==> src/rtl/mem_arbiter.sv <==
`timescale 1ns/1ps
// -----------------------------------------------------------------------------
// mem_arbiter
//
// Two-master / one-slave arbiter for the shared memory port behind the
// direct-mapped preload cache. Master 0 is the instruction-cache refill side,
// master 1 is the data / uncached path. All three ports use the same
// valid/ready/addr/size/rdata beat protocol: a master holds its request stable
// until ready, and a beat completes in the cycle valid & ready are both high.
//
// Arbitration is round-robin with a bounded hold. A grant is held while its
// master keeps requesting. If the other master is waiting, the grant is handed
// over after MAX_BEATS completed beats so that a long line fill cannot starve
// the other side. If nobody else is waiting, the grant is kept indefinitely.
// Grants only change at beat boundaries.
//
// Ports
//   clk, rst_n          clock, asynchronous active-low reset
//   m0_valid/m0_ready   master 0 request / beat complete
//   m0_addr, m0_size    master 0 request attributes
//   m0_rdata            master 0 read data (valid only with m0_ready)
//   m1_*                same as m0_* for master 1
//   mem_valid/mem_ready slave request / beat complete
//   mem_addr, mem_size  forwarded request attributes
//   mem_rdata           slave read data, fanned out to both masters
//   gnt                 one-hot registered grant, 00 when idle
// -----------------------------------------------------------------------------
module mem_arbiter #(
   parameter int AW        = 32,
   parameter int DW        = 32,
   parameter int MAX_BEATS = 16
) (
   input  logic          clk,
   input  logic          rst_n,

   input  logic          m0_valid,
   output logic          m0_ready,
   input  logic [AW-1:0] m0_addr,
   input  logic [1:0]    m0_size,
   output logic [DW-1:0] m0_rdata,

   input  logic          m1_valid,
   output logic          m1_ready,
   input  logic [AW-1:0] m1_addr,
   input  logic [1:0]    m1_size,
   output logic [DW-1:0] m1_rdata,

   output logic          mem_valid,
   input  logic          mem_ready,
   output logic [AW-1:0] mem_addr,
   output logic [1:0]    mem_size,
   input  logic [DW-1:0] mem_rdata,

   output logic [1:0]    gnt
);

   localparam int            CW      = $clog2(MAX_BEATS + 1);
   localparam logic [CW-1:0] CNT_MAX = CW'(MAX_BEATS);

   // The state encoding doubles as the one-hot grant vector.
   typedef enum logic [1:0] {
      IDLE = 2'b00,
      G0   = 2'b01,
      G1   = 2'b10
   } state_t;

   state_t        state_q, state_d;
   logic          last_q,  last_d;   // master that completed the most recent beat
   logic [CW-1:0] cnt_q,   cnt_d;    // completed beats in the current grant

   // Beat counter saturates so an uncontested stream can run forever; a
   // saturated count still triggers a hand-over on the next completed beat.
   function automatic logic [CW-1:0] sat_inc(input logic [CW-1:0] c);
      return (c == CNT_MAX) ? c : c + 1'b1;
   endfunction

   // ---------------------------------------------------------------------------
   // State registers
   // ---------------------------------------------------------------------------
   always_ff @(posedge clk or negedge rst_n) begin
      if (!rst_n) begin
         state_q <= IDLE;
         last_q  <= 1'b1;   // master 0 wins the first contention after reset
         cnt_q   <= '0;
      end else begin
         state_q <= state_d;
         last_q  <= last_d;
         cnt_q   <= cnt_d;
      end
   end

   // ---------------------------------------------------------------------------
   // Next-state logic
   // ---------------------------------------------------------------------------
   always_comb begin
      state_d = state_q;
      last_d  = last_q;
      cnt_d   = cnt_q;

      unique case (state_q)
         IDLE: begin
            cnt_d = '0;
            if (m0_valid && m1_valid)
               state_d = last_q ? G0 : G1;
            else if (m0_valid)
               state_d = G0;
            else if (m1_valid)
               state_d = G1;
         end

         G0: begin
            if (!m0_valid) begin
               // Owner went quiet: hand straight over without an idle cycle.
               cnt_d   = '0;
               state_d = m1_valid ? G1 : IDLE;
            end else if (mem_ready) begin
               last_d = 1'b0;
               cnt_d  = sat_inc(cnt_q);
               if (sat_inc(cnt_q) == CNT_MAX && m1_valid) begin
                  state_d = G1;
                  cnt_d   = '0;
               end
            end
         end

         G1: begin
            if (!m1_valid) begin
               cnt_d   = '0;
               state_d = m0_valid ? G0 : IDLE;
            end else if (mem_ready) begin
               last_d = 1'b1;
               cnt_d  = sat_inc(cnt_q);
               if (sat_inc(cnt_q) == CNT_MAX && m0_valid) begin
                  state_d = G0;
                  cnt_d   = '0;
               end
            end
         end

         default: begin
            state_d = IDLE;
            cnt_d   = '0;
         end
      endcase
   end

   // ---------------------------------------------------------------------------
   // Request / response forwarding (combinational from the registered grant)
   // ---------------------------------------------------------------------------
   always_comb begin
      mem_valid = 1'b0;
      mem_addr  = '0;
      mem_size  = '0;
      m0_ready  = 1'b0;
      m1_ready  = 1'b0;

      unique case (state_q)
         G0: begin
            mem_valid = m0_valid;
            mem_addr  = m0_addr;
            mem_size  = m0_size;
            m0_ready  = mem_ready;
         end
         G1: begin
            mem_valid = m1_valid;
            mem_addr  = m1_addr;
            mem_size  = m1_size;
            m1_ready  = mem_ready;
         end
         default: ;
      endcase
   end

   // Read data is shared; each master qualifies it with its own ready.
   assign m0_rdata = mem_rdata;
   assign m1_rdata = mem_rdata;

   assign gnt = state_q;

endmodule

==> config.mk <==
export PLATFORM = sky130hd
export DESIGN_NAME = mem_arbiter
export DESIGN_NICKNAME = d
export VERILOG_FILES = /design/src/rtl/mem_arbiter.sv
export SDC_FILE = /design/constraint.sdc
export NUM_CORES = 1
export LEC_CHECK = 0
export CORE_MARGIN = 2
export CORE_UTILIZATION = 24
export CTS_CLUSTER_SIZE = 12
export DETAILED_ROUTE_END_ITERATION = 10
export GPL_TIMING_DRIVEN = 0
export HOLD_SLACK_MARGIN = 0.06
export PLACE_DENSITY_LB_ADDON = 0.3
export RECOVER_POWER = 25
export SETUP_SLACK_MARGIN = 0.1
export SKIP_LAST_GASP = 1
export SYNTH_ARGS = -nofsm -noshare
export SYNTH_HDL_FRONTEND = slang
export SYNTH_SLANG_ARGS = --single-unit
==> constraint.sdc <==
create_clock -name clk -period 2.03 [get_ports clk]
set_input_delay 0.5075 -clock clk [delete_from_list [all_inputs] [get_ports clk]]
set_output_delay 0.5075 -clock clk [all_outputs]
set_load 0.01 [all_outputs]
After elaboration in Yosys (flattened, before gate mapping)
Cells that the tools add are included.
{"block": "word_totals", "reg_bits": 8, "input_bits": 105, "elab_cells": 56, "output_inout_bits": 103}
{"block": "op_classes", "eq_ne": 13, "n_mux": 31, "n_reduce_logical": 8, "add_sub_neg": 1}
{"operator": "one-hot mux 32 bit (2 select lines)", "count": 1}
{"operator": "2-to-1 mux 5 bit", "count": 7}
{"operator": "2-to-1 mux 2 bit", "count": 11}
{"operator": "inequality test 3 bit (second input constant)", "count": 4}
{"operator": "equality test 5 bit (second input constant)", "count": 2}
{"operator": "one-hot mux 5 bit (2 select lines)", "count": 1}
{"operator": "AND reduction 5 bit", "count": 2}
{"operator": "inequality test 2 bit (second input constant)", "count": 4}
{"operator": "2-to-1 mux 1 bit", "count": 7}
{"operator": "one-hot mux 2 bit (3 select lines)", "count": 1}
{"operator": "adder 5 x 1 -> 5 bit (second input constant)", "count": 1}
{"operator": "inequality test 4 bit (second input constant)", "count": 1}
{"operator": "one-hot mux 1 bit (2 select lines)", "count": 2}
{"operator": "one-hot mux 2 bit (2 select lines)", "count": 1}
{"operator": "logical AND 1 bit", "count": 3}
{"operator": "equality test 2 x 1 -> 1 bit (second input constant)", "count": 1}
{"operator": "equality test 2 bit (second input constant)", "count": 1}
{"operator": "zero test 2 bit", "count": 1}
{"operator": "AND reduction 2 bit", "count": 1}
{"operator": "nonzero test 2 bit", "count": 1}

Longest topological paths before layout
{"block": "logic_depth", "ltp_word": 8, "depth_mapped": 7, "ltp_nobuf": 7}

Least setup slack after synthesis
OpenSTA, ideal clock, no wires.
{"block": "synth_timing", "path_type": "flip-flop to output port", "from": "reg state_q[0] (netlist: gnt[0])", "to": "out mem_addr[10]", "arrival_time_ps": 1606, "slack_ps": -83, "required_ps": 1522, "stages_incl_launch_ff": 7, "n_path_buf": 2, "path_cell_list": "dfrtp_1 inv_1 ha_1 clkbuf_1 buf_1 a22oi_1 nor2b_1"}
{"block": "synth_via", "elab_chain_len": 2, "elab_cells_between_ends": 3, "cone_classes": "eq/ne: 2; mux: 1"}
{"item": "start: declaration", "line_no": "67", "source": "state_t state_q, state_d;"}
{"item": "start signal: assignment", "line_no": "86", "source": "state_q <= state_d;"}
{"item": "equality test 2 bit / equality test 2 x 1 -> 1 bit (equally long branches)", "line_no": "157", "source": "unique case (state_q)"}
{"item": "one-hot mux 32 bit (2 select lines) *", "line_no": "157"}
{"item": "end: declaration", "line_no": "50", "source": "output logic [AW-1:0] mem_addr,"}
Mark *: on every way between the ends. The rest lies on a longest branch, timed or not.

Worst setup path in the final report
{"block": "layout_timing", "from": "reg state_q[1] (netlist: gnt[1])", "to": "out mem_addr[10]"}
The elaborated chain is that of the path after synthesis.

==> reports/qor.yml <==
status:
  run_status: "finished, violations left"
  failed_checks: "negative setup slack"
sta:
  post-route-min-period_ns: 2.15
  whs_ns: 0.540
  rsz_0062_raised_after_global_routing: "true"
  finalMaxSlewViolations: 0
  largest_clock_skew_in_the_final_design_ns: 0.00630
  fmax_mhz: 465
  final-setup-viol-count: 35
  post-route-period-util: 1.06
  layout_setup_ws_ns: -0.119
  final-hold-violation-count: 0
  timing_worst_slew_pin_value_ns: 0.455
  max_slew_margin: 0.697
logic_synthesis:
  post-synth-top-area-cell: "buf_4"
  synth_area_per_cell_um2: 7.55
  synth.yosys.seq_area_share: 0.123
  postSynthCellCount: 217
  synth.cell_area_mm2: 0.00164
  synth_area_leaders: "buf_4, a22oi_1, nor2b_1"
  yosys_register_bits: 8
  yosys_warnings: 0
  synth-main-ff-cell: "dfrtp_1"
  yosys.cell_types.count: 33
  async_flop_share: 1.00
  synthDominantCellAreaShare: 0.293
  number_of_enable_type_register_cells_in_the_synthesized_netlist: 0
  mapped_nets: 328
global_route:
  grt_max_degree: 11
  first_global_vias: 2299
  grt_usage: 0.179
  gr-max-usage-layer: "met2"
  global_route.usage.met1: 0.192
  met2_usage: 0.355
  antenna_violations_before_repair: 0
  grt_pass1_wl_um: 10900
  grt_use_met3: 0.0333
  globalRoute.totalOverflow: 0
routing:
  avgRoutedWirePerCell_um: 14.7
  wirelength_um: 7400
  ant_nets: 0
  drc: 0
  vias: 2291
  drt-pass1-iter-count: 4
  first_iter_violations: 32
  avgViaCountPerCell: 4.56
floorplan:
  core_mm2: 0.00668
  chipHeight_um: 86.6
  count_of_pins_on_the_block_boundary: 208
  fp-row-count: 30
  die_w_um: 86.6
  die-area_mm2: 0.00750
  initial_standard_cell_utilization_of_the_core: 0.245
power:
  power_density_mw_per_mm2: 970
  static-leakage-power_nw: 1.77
  power.ir.vdd_worst_v: 0.000408
finish:
  drive_gt1_frac: 0.531
  layout.cells.most_common_list: "clkdlybuf4s50_1, buf_4, a22oi_2, buf_2, nor2b_2"
  n_antenna_cell: 0
  area_growth_syn_to_layout_pct: 155
  most_common_library_cell_in_the_layout_ignoring_fill_and_taps: "clkdlybuf4s50_1"
  final_cell_count_no_fill: 502
  fin_nets: 534
  fillers: 566
placed_design:
  io_buffers: 174
  pre_cts_slack_ns: -0.702
  globalplace.congestion: 0.816
  dp_cells: 471
  dp.final_hpwl_um: 5450
worst_setup_path:
  reg2reg_to: "gnt[1]"
  crit-reg2reg-launch: "gnt[1]"
  crit_top_cell: "clkbuf_16"
  required_ns: 1.52
  crit_path_top_delay_cell: "dfrtp_1"
  max_stage_delay_ns: 0.41
  crit_arrival_ns: 1.64
  timing.critical_path.fanout_max: 7
  start_kind: "flip-flop"
  worst-r2r-setup-slack_ns: 0
  cells_traversed_along_the_worst_timing_path: "buf_6 -> ha_4 -> clkbuf_16 -> clkbuf_16 -> a22oi_2 -> nor2b_2 -> buf_2"
  crit_path_end_kind: "output pin"
  setup.worst_path.start: "gnt[1]"
  timing.setup.critical_path_class: "reg2out"
  number_of_cells_on_the_worst_reg_to_reg_path: 8
clock_network:
  cts.root.buffer_cell: "clkbuf_8"
  cts-htree-levels: 1
  cts_hold_buffers: 0
  worst_setup_hold_path_clk_slew_ns: 0.04
  max-clock-path-buffers: 2
  clock_insertion_delay_worst_skew_ns: 0.24
  cts_tree: "yes"
  cts_made_buffers: 3
  cts.sink_count: 8
hold_path:
  min_from: "last_q"
  timing.hold.worst.class: "reg2reg"
  hold-path-cell-count: 2
  hold_path_end: "last_q"
flow_run:
  maxCapViolations: 0
## metrics by stage
| stage | util | cell area, um2 | TNS (ns) | total power [W] |
|---|---|---|---|---|
| floorplan | - | 1720 | 0 | 0.00158 |
| CTS | 0.613 | 4090 | -2.49 | 0.00391 |
| detailed placement | 0.533 | 3560 | -24.62 | 0.00267 |
| global placement | 0.533 | 3560 | -24.30 | 0.00264 |
| global route | 0.626 | 4180 | -4.69 | 0.00431 |
| finish | 0.626 | 4180 | -2.50 | 0.00406 |
## power by group
| part | switching [W] | internal, W |
|---|---|---|
| logic | 0.00141 | 0.00220 |
| clock network | 0.0000727 | 0.000137 |
| registers | 0.0000416 | 0.000198 |
| total | 0.00153 | 0.00253 |
## critical path, delay by kind of cell (launching register included)
kind,cells,cell delay [ns]
AND/OR/NAND/NOR,1,0.05
adder cells (fa/ha/maj),1,0.17
AO/OA/AOI/OAI,1,0.16
buffers and inverters,4,0.61
flip-flops,1,0.41
## timing repair
action | 4_1_cts | 5_1_grt
cloned | 4 | 4
setup endpoints to repair | 41 | 41
pin swaps | 13 | 13
setup buffers | 18 | 3
gates resized for setup | 250 | 10
## sequential cells by signal, summed over array words and instances (netlist names)
register,flops
cnt_q,5
gnt,2
last_q,1
## area by class of cell
class                           count  area, um2  area share
Clock buffer                        4       45.0      0.0108
Multi-Input combinational cell    127       1210       0.289
Sequential cell                     8        204      0.0487
Tap cell                           80        100      0.0239
Buffer                             76        712       0.170
Timing Repair Buffer              202       1890       0.452
Inverter                            5       21.3     0.00508
## kinds of logic after synthesis
group	count (synthesis)	synth area share
DFF	8	0.123
muxes	2	0.0137
xor gates and xnor gates	3	0.0206
AOI/OAI and AO/OA	51	0.226
and+or+nand+nor	65	0.236
buffers and inverters	82	0.335
adders and majority gates	6	0.0458
## worst max path at each step
stage / end / slack (ns) / cells past startpoint
after CTS: mem_addr[12] / -0.11 / 7
after global routing: mem_addr[24] / -0.17 / 7
after floorplan: mem_addr[14] / 0.12 / 6
final: mem_addr[10] / -0.12 / 7
after global placement: mem_valid / -0.72 / 4
after detailed placement: mem_addr[31] / -0.70 / 7
## synthesized netlist by cell type, types with 2 or more instances
cell,number
a21oi_1,9
a22oi_1,34
and2_1,2
buf_1,4
buf_4,64
clkbuf_1,9
dfrtp_1,7
ha_1,6
inv_1,5
mux2_1,2
nand2_1,5
nand2b_1,4
nand3_1,7
nor2_1,4
nor2b_1,35
nor3_1,2
xnor2_1,2
## per-layer routing
layer | vias to the layer above | wire, um
li1 | 1102 | -
met1 | 1056 | 2580
met2 | 129 | 4090
met3 | 4 | 665
met4 | 0 | 58
met5 | - | 0
(Power assumes the default switching activity.)
